==> src/rtl/id_stage_if.sv <==
// Fetch/forwarding/writeback bundle around the RV32I decode stage.
// master drives the stage inputs, slave is the decode stage itself.
interface id_stage_if;
  logic [63:0]  if_id_bus_in;
  logic         exe_jmp_flag;
  logic [38:0]  exe_fwd_bus;
  logic [37:0]  mem_fwd_bus;
  logic         wb_we;
  logic [4:0]   wb_rd;
  logic [31:0]  wb_wdata;
  logic [32:0]  id_if_br_bus;
  logic [165:0] id_exe_bus_out;
  logic         dbg_squash;

  modport master (
    output if_id_bus_in, exe_jmp_flag,
    output exe_fwd_bus, mem_fwd_bus,
    output wb_we, wb_rd, wb_wdata,
    input  id_if_br_bus, id_exe_bus_out,
    input  dbg_squash
  );

  modport slave (
    input  if_id_bus_in, exe_jmp_flag,
    input  exe_fwd_bus, mem_fwd_bus,
    input  wb_we, wb_rd, wb_wdata,
    output id_if_br_bus, id_exe_bus_out,
    output dbg_squash
  );
endinterface

==> src/rtl/id_stage.sv <==
// RV32I decode: regfile read with forwarding, immediates,
// branch/JAL resolution, load-use replay and wrong-path squash.
module id_stage #(
  parameter logic [31:0] RESET_PC = 32'h0
) (
  input logic      clk,
  input logic      rst_n,
  id_stage_if.slave bus
);

  logic        ds_valid;
  logic        squash_q;
  logic [31:0] ds_inst;
  logic [31:0] ds_pc;
  logic [31:0] rf [32];

  logic [6:0]  op;
  logic [2:0]  f3;
  logic [4:0]  rd;
  logic [4:0]  rs  [2];
  logic [31:0] val [2];

  assign op    = ds_inst[6:0];
  assign f3    = ds_inst[14:12];
  assign rd    = ds_inst[11:7];
  assign rs[0] = ds_inst[19:15];
  assign rs[1] = ds_inst[24:20];

  logic is_lui, is_auipc, is_jal, is_jalr;
  logic is_br, is_ld, is_st, is_alui, is_alu;

  assign is_lui   = op == 7'b0110111;
  assign is_auipc = op == 7'b0010111;
  assign is_jal   = op == 7'b1101111;
  assign is_jalr  = op == 7'b1100111;
  assign is_br    = op == 7'b1100011;
  assign is_ld    = op == 7'b0000011;
  assign is_st    = op == 7'b0100011;
  assign is_alui  = op == 7'b0010011;
  assign is_alu   = op == 7'b0110011;

  logic use_rs [2];
  assign use_rs[0] = ~(is_lui | is_auipc | is_jal);
  assign use_rs[1] = is_alu | is_st | is_br;

  logic        ex_we, ex_ld, mm_we;
  logic [4:0]  ex_rd, mm_rd;
  logic [31:0] ex_data, mm_data;

  assign {ex_we, ex_ld, ex_rd, ex_data} = bus.exe_fwd_bus;
  assign {mm_we, mm_rd, mm_data} = bus.mem_fwd_bus;

  // Youngest producer wins; WB match is the same-cycle write-through.
  always_comb begin
    for (int k = 0; k < 2; k++) begin
      if (rs[k] == 5'd0)
        val[k] = '0;
      else if (ex_we && ex_rd == rs[k])
        val[k] = ex_data;
      else if (mm_we && mm_rd == rs[k])
        val[k] = mm_data;
      else if (bus.wb_we && bus.wb_rd == rs[k])
        val[k] = bus.wb_wdata;
      else
        val[k] = rf[rs[k]];
    end
  end

  logic [31:0] imm;

  always_comb begin
    imm = '0;
    unique case (1'b1)
      is_alui | is_ld | is_jalr:
        imm = {{20{ds_inst[31]}}, ds_inst[31:20]};
      is_st:
        imm = {{20{ds_inst[31]}}, ds_inst[31:25],
               ds_inst[11:7]};
      is_br:
        imm = {{19{ds_inst[31]}}, ds_inst[31],
               ds_inst[7], ds_inst[30:25],
               ds_inst[11:8], 1'b0};
      is_lui | is_auipc:
        imm = {ds_inst[31:12], 12'h0};
      is_jal:
        imm = {{11{ds_inst[31]}}, ds_inst[31],
               ds_inst[19:12], ds_inst[20],
               ds_inst[30:21], 1'b0};
      default:
        imm = '0;
    endcase
  end

  logic taken;

  always_comb begin
    taken = 1'b0;
    unique case (f3)
      3'b000:  taken = val[0] == val[1];
      3'b001:  taken = val[0] != val[1];
      3'b100:  taken = $signed(val[0]) < $signed(val[1]);
      3'b101:  taken = $signed(val[0]) >= $signed(val[1]);
      3'b110:  taken = val[0] < val[1];
      3'b111:  taken = val[0] >= val[1];
      default: taken = 1'b0;
    endcase
  end

  logic live, load_use, br_flag, squash_now;
  logic out_valid;
  logic [31:0] br_target;
  logic [4:0]  out_rd;

  assign live = ds_valid & ~bus.exe_jmp_flag;

  assign load_use = live & ex_we & ex_ld
                  & (ex_rd != 5'd0)
                  & ((use_rs[0] & (ex_rd == rs[0]))
                   | (use_rs[1] & (ex_rd == rs[1])));

  always_comb begin
    br_flag   = 1'b0;
    br_target = ds_pc;
    if (load_use) begin
      br_flag = 1'b1;
    end else if (live & is_jal) begin
      br_flag   = 1'b1;
      br_target = ds_pc + imm;
    end else if (live & is_br & taken) begin
      br_flag   = 1'b1;
      br_target = ds_pc + imm;
    end
  end

  assign squash_now = br_flag | bus.exe_jmp_flag;
  assign out_valid  = live & ~load_use;
  assign out_rd     = (out_valid & ~(is_br | is_st)) ? rd : '0;

  assign bus.id_if_br_bus =
    br_flag ? {1'b1, br_target} : '0;
  assign bus.id_exe_bus_out =
    {out_valid, ds_pc, ds_inst, val[0], val[1], imm, out_rd};
  assign bus.dbg_squash = squash_q;

  always_ff @(posedge clk or negedge rst_n) begin
    if (!rst_n) begin
      ds_valid <= 1'b0;
      squash_q <= 1'b0;
      ds_inst  <= '0;
      ds_pc    <= RESET_PC;
    end else begin
      ds_valid <= ~squash_now;
      squash_q <= squash_now;
      ds_inst  <= bus.if_id_bus_in[63:32];
      ds_pc    <= bus.if_id_bus_in[31:0];
    end
  end

  always_ff @(posedge clk or negedge rst_n) begin
    if (!rst_n) begin
      for (int i = 0; i < 32; i++)
        rf[i] <= '0;
    end else if (bus.wb_we && bus.wb_rd != 5'd0) begin
      rf[bus.wb_rd] <= bus.wb_wdata;
    end
  end

endmodule

==> src/flat_wrapper.sv <==
// flat-port wrapper written by rule: the top's interface ports become plain ports
module id_stage_flat 
#(
  parameter logic [31:0] RESET_PC = 32'h0
)
  (clk, rst_n, bus_if_id_bus_in, bus_exe_jmp_flag, bus_exe_fwd_bus, bus_mem_fwd_bus, bus_wb_we, bus_wb_rd, bus_wb_wdata, bus_id_if_br_bus, bus_id_exe_bus_out, bus_dbg_squash);
  id_stage_if bus_i ();
  input logic clk;
  input logic rst_n;
  input wire logic [$bits(bus_i.if_id_bus_in)-1:0] bus_if_id_bus_in;
  input wire logic [$bits(bus_i.exe_jmp_flag)-1:0] bus_exe_jmp_flag;
  input wire logic [$bits(bus_i.exe_fwd_bus)-1:0] bus_exe_fwd_bus;
  input wire logic [$bits(bus_i.mem_fwd_bus)-1:0] bus_mem_fwd_bus;
  input wire logic [$bits(bus_i.wb_we)-1:0] bus_wb_we;
  input wire logic [$bits(bus_i.wb_rd)-1:0] bus_wb_rd;
  input wire logic [$bits(bus_i.wb_wdata)-1:0] bus_wb_wdata;
  output wire logic [$bits(bus_i.id_if_br_bus)-1:0] bus_id_if_br_bus;
  output wire logic [$bits(bus_i.id_exe_bus_out)-1:0] bus_id_exe_bus_out;
  output wire logic [$bits(bus_i.dbg_squash)-1:0] bus_dbg_squash;
  assign bus_i.if_id_bus_in = bus_if_id_bus_in;
  assign bus_i.exe_jmp_flag = bus_exe_jmp_flag;
  assign bus_i.exe_fwd_bus = bus_exe_fwd_bus;
  assign bus_i.mem_fwd_bus = bus_mem_fwd_bus;
  assign bus_i.wb_we = bus_wb_we;
  assign bus_i.wb_rd = bus_wb_rd;
  assign bus_i.wb_wdata = bus_wb_wdata;
  assign bus_id_if_br_bus = bus_i.id_if_br_bus;
  assign bus_id_exe_bus_out = bus_i.id_exe_bus_out;
  assign bus_dbg_squash = bus_i.dbg_squash;
  id_stage #(.RESET_PC(RESET_PC)) u_core (.clk(clk), .rst_n(rst_n), .bus(bus_i));
endmodule
==> config.mk <==
export PLATFORM = sky130hd
export DESIGN_NAME = id_stage_flat
export DESIGN_NICKNAME = d
export VERILOG_FILES = /design/src/rtl/id_stage_if.sv /design/src/rtl/id_stage.sv /design/src/flat_wrapper.sv
export SDC_FILE = /design/constraint.sdc
export NUM_CORES = 2
export LEC_CHECK = 0
export BUFFER_PORTS_ARGS = -buffer_cell sky130_fd_sc_hd__buf_4
export CAP_MARGIN = 25
export CORE_MARGIN = 10
export CORE_UTILIZATION = 30
export CTS_CLUSTER_DIAMETER = 30
export DETAILED_ROUTE_END_ITERATION = 10
export MAX_ROUTING_LAYER = met4
export SLEW_MARGIN = 40
export SYNTH_ARGS = -nofsm -noshare
export SYNTH_HDL_FRONTEND = slang
export SYNTH_SLANG_ARGS = --single-unit
export TNS_END_PERCENT = 10
==> constraint.sdc <==
create_clock -name clk -period 17.6 [get_ports clk]
set_input_delay 3.52 -clock clk [delete_from_list [all_inputs] [get_ports clk]]
set_output_delay 3.52 -clock clk [all_outputs]
set_load 0.01 [all_outputs]
### Word level (Yosys, flattened, before mapping)

Index checks and enable logic that the tools add are counted.
W data, S select, Z words.

| cells by class | value |
|---|---|
| add/sub/neg operators | 1 |
| magnitude comparators | 8 |
| equality and inequality tests | 22 |
| muxes and demuxes | 27 |
| bitwise logic cells | 29 |
| reduce and logical (&&, ||, !) cells | 13 |

Operators with widths:

| operator | count |
|---|---|
| $bwmux W1024 | 1 |
| $mux W32 | 16 |
| $bmux W32 S5 | 2 |
| $demux W32 S5 | 1 |
| $pmux W32 S5 | 1 |
| $ge A32 B32 Y1 | 2 |
| $lt A32 B32 Y1 | 2 |
| $mux W33 | 1 |
| $add A32 B32 Y32 | 1 |
| $eq A32 B32 Y1 | 1 |
| $ne A32 B32 Y1 | 1 |
| $eq A5 B5 Y1 | 6 |
| $eq A7 B6 Y1 const B | 3 |
| $eq A7 B7 Y1 const B | 3 |
| $ge A6 B6 Y1 const B | 3 |
| $not A5 Y6 | 3 |
| $eq A7 B5 Y1 const B | 2 |
| $and A1 B1 Y1 | 12 |
| $eq A3 B3 Y1 const B | 4 |
| $logic_not A5 Y1 | 2 |
| $reduce_bool A5 Y1 | 2 |
| $or A1 B1 Y1 | 9 |
| $logic_and A1 B1 Y1 | 8 |
| $eq A7 B2 Y1 const B | 1 |
| other kinds (7) | 13 |

| storage, ports and cells | value |
|---|---|
| bits in registers | 1090 |
| input port bits | 182 |
| output and inout port bits | 200 |

### Longest topological paths before layout

| depth | value |
|---|---|
| depth in word-level cells | 16 |
| gate-level depth with buffers | 22 |

### Worst setup path before layout

OpenSTA, ideal clock, no wires.

| path | value |
|---|---|
| path type | in2out |
| start point | input bus_wb_rd[2] |
| end point | output bus_id_if_br_bus[31] |
| arrival | 7641 ps |
| required time | 14080 ps |
| path slack | 6439 ps |
| stages | 19 |
| buffers on the path | 3 |
| path through | clkbuf_1 -> xor2_1 -> nor4_1 -> nand3_1 -> clkbuf_1 -> a211oi_1 -> a21oi_1 -> a211oi_1 -> ha_1 -> a21o_1 -> a21oi_1 -> o221ai_1 -> a2111oi_1 -> o211a_1 -> o21ai_1 -> a311oi_2 -> buf_2 -> nand4_1 -> o211ai_1 |

| between the ends | value |
|---|---|
| longest elaborated chain between the ends | 13 |
| elaborated cells between the ends (all ways) | 27 |
| classes of those cells | 4 x order compare; 4 x eq/ne; 16 x mux; 1 x bitwise; 2 x reduce/logical |

RTL lines:

| item | RTL line | text |
|---|---|---|
| start, declared | flat_wrapper.sv:15 | `input wire logic [$bits(bus_i.wb_rd)-1:0] bus_wb_rd;` |
| $eq A5 B5 Y1 * | id_stage.sv:62 | `else if (bus.wb_we && bus.wb_rd == rs[k])` |
| $logic_and A1 B1 Y1 * | id_stage.sv:62 |  |
| $mux W32 * | id_stage.sv:62 |  |
| $mux W32 * | id_stage.sv:60 | `else if (mm_we && mm_rd == rs[k])` |
| $mux W32 * | id_stage.sv:58 | `else if (ex_we && ex_rd == rs[k])` |
| $mux W32 * | id_stage.sv:56 | `if (rs[k] == 5'd0)` |
| net bus_id_exe_bus_out[78] | flat_wrapper.sv:18 | `output wire logic [$bits(bus_i.id_exe_bus_out)-1:0] bus_id_exe_bus_out;` |
| $ge A32 B32 Y1 (tied with other cells) | id_stage.sv:104 | `3'b111: taken = val[0] >= val[1];` |
| $pmux W1 S6 * | id_stage.sv:98 | `unique case (f3)` |
| $and A1 B1 Y1 * | id_stage.sv:129 | `end else if (live & is_br & taken) begin` |
| $mux W32 / $mux W1 (equally long branches) | id_stage.sv:129 |  |
| $mux W32 / $mux W1 (equally long branches) | id_stage.sv:126 | `end else if (live & is_jal) begin` |
| $mux W32 / $mux W1 (equally long branches) | id_stage.sv:124 | `if (load_use) begin` |
| $mux W33 * | id_stage.sv:140 | `br_flag ? {1'b1, br_target} : '0;` |
| end, declared | flat_wrapper.sv:17 | `output wire logic [$bits(bus_i.id_if_br_bus)-1:0] bus_id_if_br_bus;` |

Mark *: on every way through the listed nets, which the timed path passes. The rest lies on a longest branch.

### Final worst setup path

| path | value |
|---|---|
| start point | input bus_wb_rd[2] |
| end point | output bus_id_if_br_bus[31] |

| between the ends | value |
|---|---|
| longest elaborated chain between the ends | 13 |
| elaborated cells between the ends (all ways) | 27 |
| classes of those cells | 4 x order compare; 4 x eq/ne; 16 x mux; 1 x bitwise; 2 x reduce/logical |

RTL lines:

| item | RTL line |
|---|---|
| $eq A5 B5 Y1 | id_stage.sv:62 |
| $logic_and A1 B1 Y1 | id_stage.sv:62 |
| $mux W32 | id_stage.sv:62 |
| $mux W32 | id_stage.sv:60 |
| $mux W32 | id_stage.sv:58 |
| $mux W32 | id_stage.sv:56 |
| $ge A32 B32 Y1 (tied with other cells) | id_stage.sv:104 |
| $pmux W1 S6 * | id_stage.sv:98 |
| $and A1 B1 Y1 * | id_stage.sv:129 |
| $mux W32 / $mux W1 (equally long branches) | id_stage.sv:129 |
| $mux W32 / $mux W1 (equally long branches) | id_stage.sv:126 |
| $mux W32 / $mux W1 (equally long branches) | id_stage.sv:124 |
| $mux W33 * | id_stage.sv:140 |

Every way passes the cells marked *; elsewhere a longest branch is shown, timed or not.

==> results.json <==
{
  "rsz0062_at_grt": "no",
  "critPathMaxFanout": 41,
  "wirelength_um": 215000,
  "period_needed_ps": 12810,
  "seq_area_frac_synth_pct": 44.8,
  "synth_edf_count": 0,
  "antenna_found_initial": 16,
  "detailed_place_hpwl_um": 129000,
  "ir_drop_uv": 100,
  "syn2layout_area_growth_pct": 25.7,
  "cts_max_path_buffers": 4,
  "row_count": 165,
  "hold_buffers": 0,
  "chipHeight_um": 471,
  "min_period_over_period_pct": 72.8,
  "worstReg2RegStart": "u_core.ds_inst[21]",
  "critPathRequiredTime_ps": 14080,
  "insertion_delay_ps": 900,
  "fin_tns_setup_ps": 0,
  "die_x_um": 471,
  "cts_tree": "built",
  "cts-buffers-inserted": 295,
  "slew-limit-headroom_pct": 37.4,
  "drc": 0,
  "post-cts-setup-buffer-count": 0,
  "fillers": 18700,
  "grt_pass1_vias": 43900,
  "r2r_slack_ps": 10190,
  "cp-end-kind": "output pin",
  "track_usage_pct": 19.5,
  "drive_gt1_share_pct": 57.4,
  "ant_nets": 0,
  "yosys_warnings": 0,
  "clk_pin_slew_ps": 40,
  "cts_resized": 0,
  "fmax_mhz": 78.1,
  "avgViaCountPerCell": 5.58,
  "setup_violations": 0,
  "syn-instance-count": 4081,
  "hold_violations": 0,
  "max_cap_viol_count": 0,
  "ys_seq_elements": 1090,
  "status": "finished, final reports clean",
  "worst_pin_slew_ps": 939,
  "ys_types": 73,
  "finalPower_uw": 10500,
  "skew_ps": 62.8,
  "fin_nets": 4662,
  "root_buffer": "clkbuf_16",
  "leakagePower_uw": 0.0333,
  "yosysTopAreaCellShare_pct": 44.8,
  "dr.first_iter.drc_count": 3279,
  "synthArstFlopShare_pct": 100,
  "p_per_area_nw_per_um2": 136,
  "pin_count": 382,
  "worst-r2r-cell-count": 18,
  "drv_slew": 0,
  "synth-main-ff-cell": "dfrtp_1",
  "die_area_um2": 222000,
  "utilization_pct": 37.9,
  "hp-class": "reg -> reg",
  "grt_max_degree": 105,
  "yosysTopAreaCell": "dfrtp_1",
  "h-tree-depth": 5,
  "reg2reg_to": "u_core.ds_valid",
  "dr.pass1.iters": 7,
  "wl_per_cell_um": 29.4,
  "grt_pass1_wl_um": 312000,
  "place_congestion": 0.865,
  "core_um2": 202000,
  "avgSynthCellArea_um2": 14.9,
  "initial_utilization_pct": 30.2,
  "syn_area_um2": 60900,
  "vias": 40800,
  "synth_fp_nets": 4327,
  "synth.area.top_cells": "dfrtp_1 45%, mux4_2 24%, mux2_2 18%, clkbuf_1 1.7%, ha_1 1.3%",
  "io_buffers": 381,
  "cp-start-kind": "primary input",
  "grt-ovfl-total": 0,
  "crit_arrival_ps": 9290,
  "crit_type": "in -> out",
  "critPathLaunch": "bus_wb_rd[2]",
  "endpoint": "bus_id_if_br_bus[31]",
  "cts_sinks": 1090
}
==> cell usage in the layout (no fill, tap or decap), types with 16 or more instances in the layout <==
master      instances
inv_6              16
buf_4             428
clkinv_2           45
ha_1               63
mux2_2            992
a21o_1             37
clkbuf_1           38
inv_1              51
buf_6              21
dfrtp_1          1080
nor2_1            150
a211oi_1          100
bufinv_16          21
clkinvlp_4         24
nand2_1            31
a21oi_1           100
a211o_1            33
a22o_1             28
xnor2_1            24
clkbuf_8           49
clkbuf_16         304
buf_12             19
xor2_1             27
mux2i_1            65
nor2_4             18
mux4_2            640
==> power by group <==
| group | switching (uW) | internal, uW | total [uW] |
|---|---|---|---|
| clock | 1610 | 3630 | 5250 |
| sequential | 342 | 2970 | 3310 |
| combinational | 796 | 1090 | 1890 |
| total | 2750 | 7700 | 10500 |
==> metrics by stage <==
stage               setup slack (ps)  hold slack [ps]  std cells  instance area (um2)
detailed placement              4930              383       6789                66800
CTS                             4890              393       7301                76500
finish                          4790              388       7315                76600
floorplan                       6440              441       4081                60900
global route                    4490              402       7314                76600
global placement                4990              376       6774                66300
==> sequential cells by signal (all words and copies together) (netlist names) <==
register	flops
u_core.rf	1024
u_core.ds_inst	32
u_core.ds_pc	32
u_core.bus.dbg_squash	1
u_core.ds_valid	1
==> worst max-delay path: stages <==
cell and delay [ps]:
buf_4 150, xor2_1 140, nor4_1 500, nand3_4 610, buf_4 480, a211oi_1 250, a21oi_1 70, a211oi_1 390
ha_1 230, nand4_1 340, nor4_1 750, nand2_1 160, o32ai_1 270, o21ai_1 170, a311oi_4 270, buf_4 410
nand2b_1 110, o211ai_1 190, buf_4 150
==> kinds of logic (layout without fill, tap and decap cells) <==
kind of cell | after synthesis | after routing | synth area share [%]
AND/OR/NAND/NOR | 314 | 314 | 2.36
flip-flops | 1090 | 1090 | 44.8
AO/OA/AOI/OAI | 376 | 376 | 4.45
adder cells (fa/ha/maj) | 64 | 64 | 1.33
multiplexers | 1697 | 1697 | 43.0
XOR/XNOR | 51 | 51 | 0.733
other | 0 | 12 | 0
buffers and inverters | 489 | 1039 | 3.32
==> cell usage after synthesis (6+ instances only) <==
cell type  instances
nand4_1           11
a211oi_1         101
inv_1             51
nor3_1             8
xnor2_1           24
nand3_1            9
a211o_1           33
a32o_1             7
buf_4              7
buf_1             63
nor2_1           169
a21oi_1          100
ha_1              63
o21ai_0           16
nor4_1             6
mux4_2           640
buf_2             83
mux2_2           992
mux2i_1           65
buf_6              8
a21o_1            37
or3_1              7
nand2_1           48
and2_1            10
o21a_1             8
clkbuf_1         276
dfrtp_1         1090
a22o_1            28
and3_1            12
xor2_1            27
==> per-layer routing <==
| layer | up-vias | part of all wire (%) | GRT usage (%) |
|---|---|---|---|
| met4 | 0 | 5.7 | 10.2 |
| met2 | 1636 | 49 | 31.8 |
| met1 | 22000 | 38 | 22.2 |
| met5 | - | 0 | - |
| li1 | 16700 | - | - |
| met3 | 546 | 6.6 | 4.78 |
==> how the worst min path moves through the flow <==
| stage | from | to | cells past startpoint |
|---|---|---|---|
| 2_1_floorplan | u_core.rf[1000] | u_core.rf[1000] | 1 |
| 3_3_place_gp | u_core.rf[993] | u_core.rf[993] | 0 |
| 3_5_place_dp | u_core.rf[1020] | u_core.rf[1020] | 0 |
| 4_1_cts | u_core.rf[1020] | u_core.rf[1020] | 0 |
| 5_1_grt | u_core.rf[1020] | u_core.rf[1020] | 0 |
| 6_report | u_core.rf[1020] | u_core.rf[1020] | 0 |
==> layout make-up <==
class                      count  area (um2)  share of cell area [%]
timing repair buffer         475        3990                    5.20
multi-input combinational   2502       32000                    41.8
clock inverter               121        1330                    1.74
sequential                  1090       27300                    35.6
tap                         2672        3340                    4.36
antenna                       12        30.0                  0.0392
inverter                      52         195                   0.255
clock buffer                 391        8420                    11.0
No activity file was read; power rests on OpenSTA's default activity.
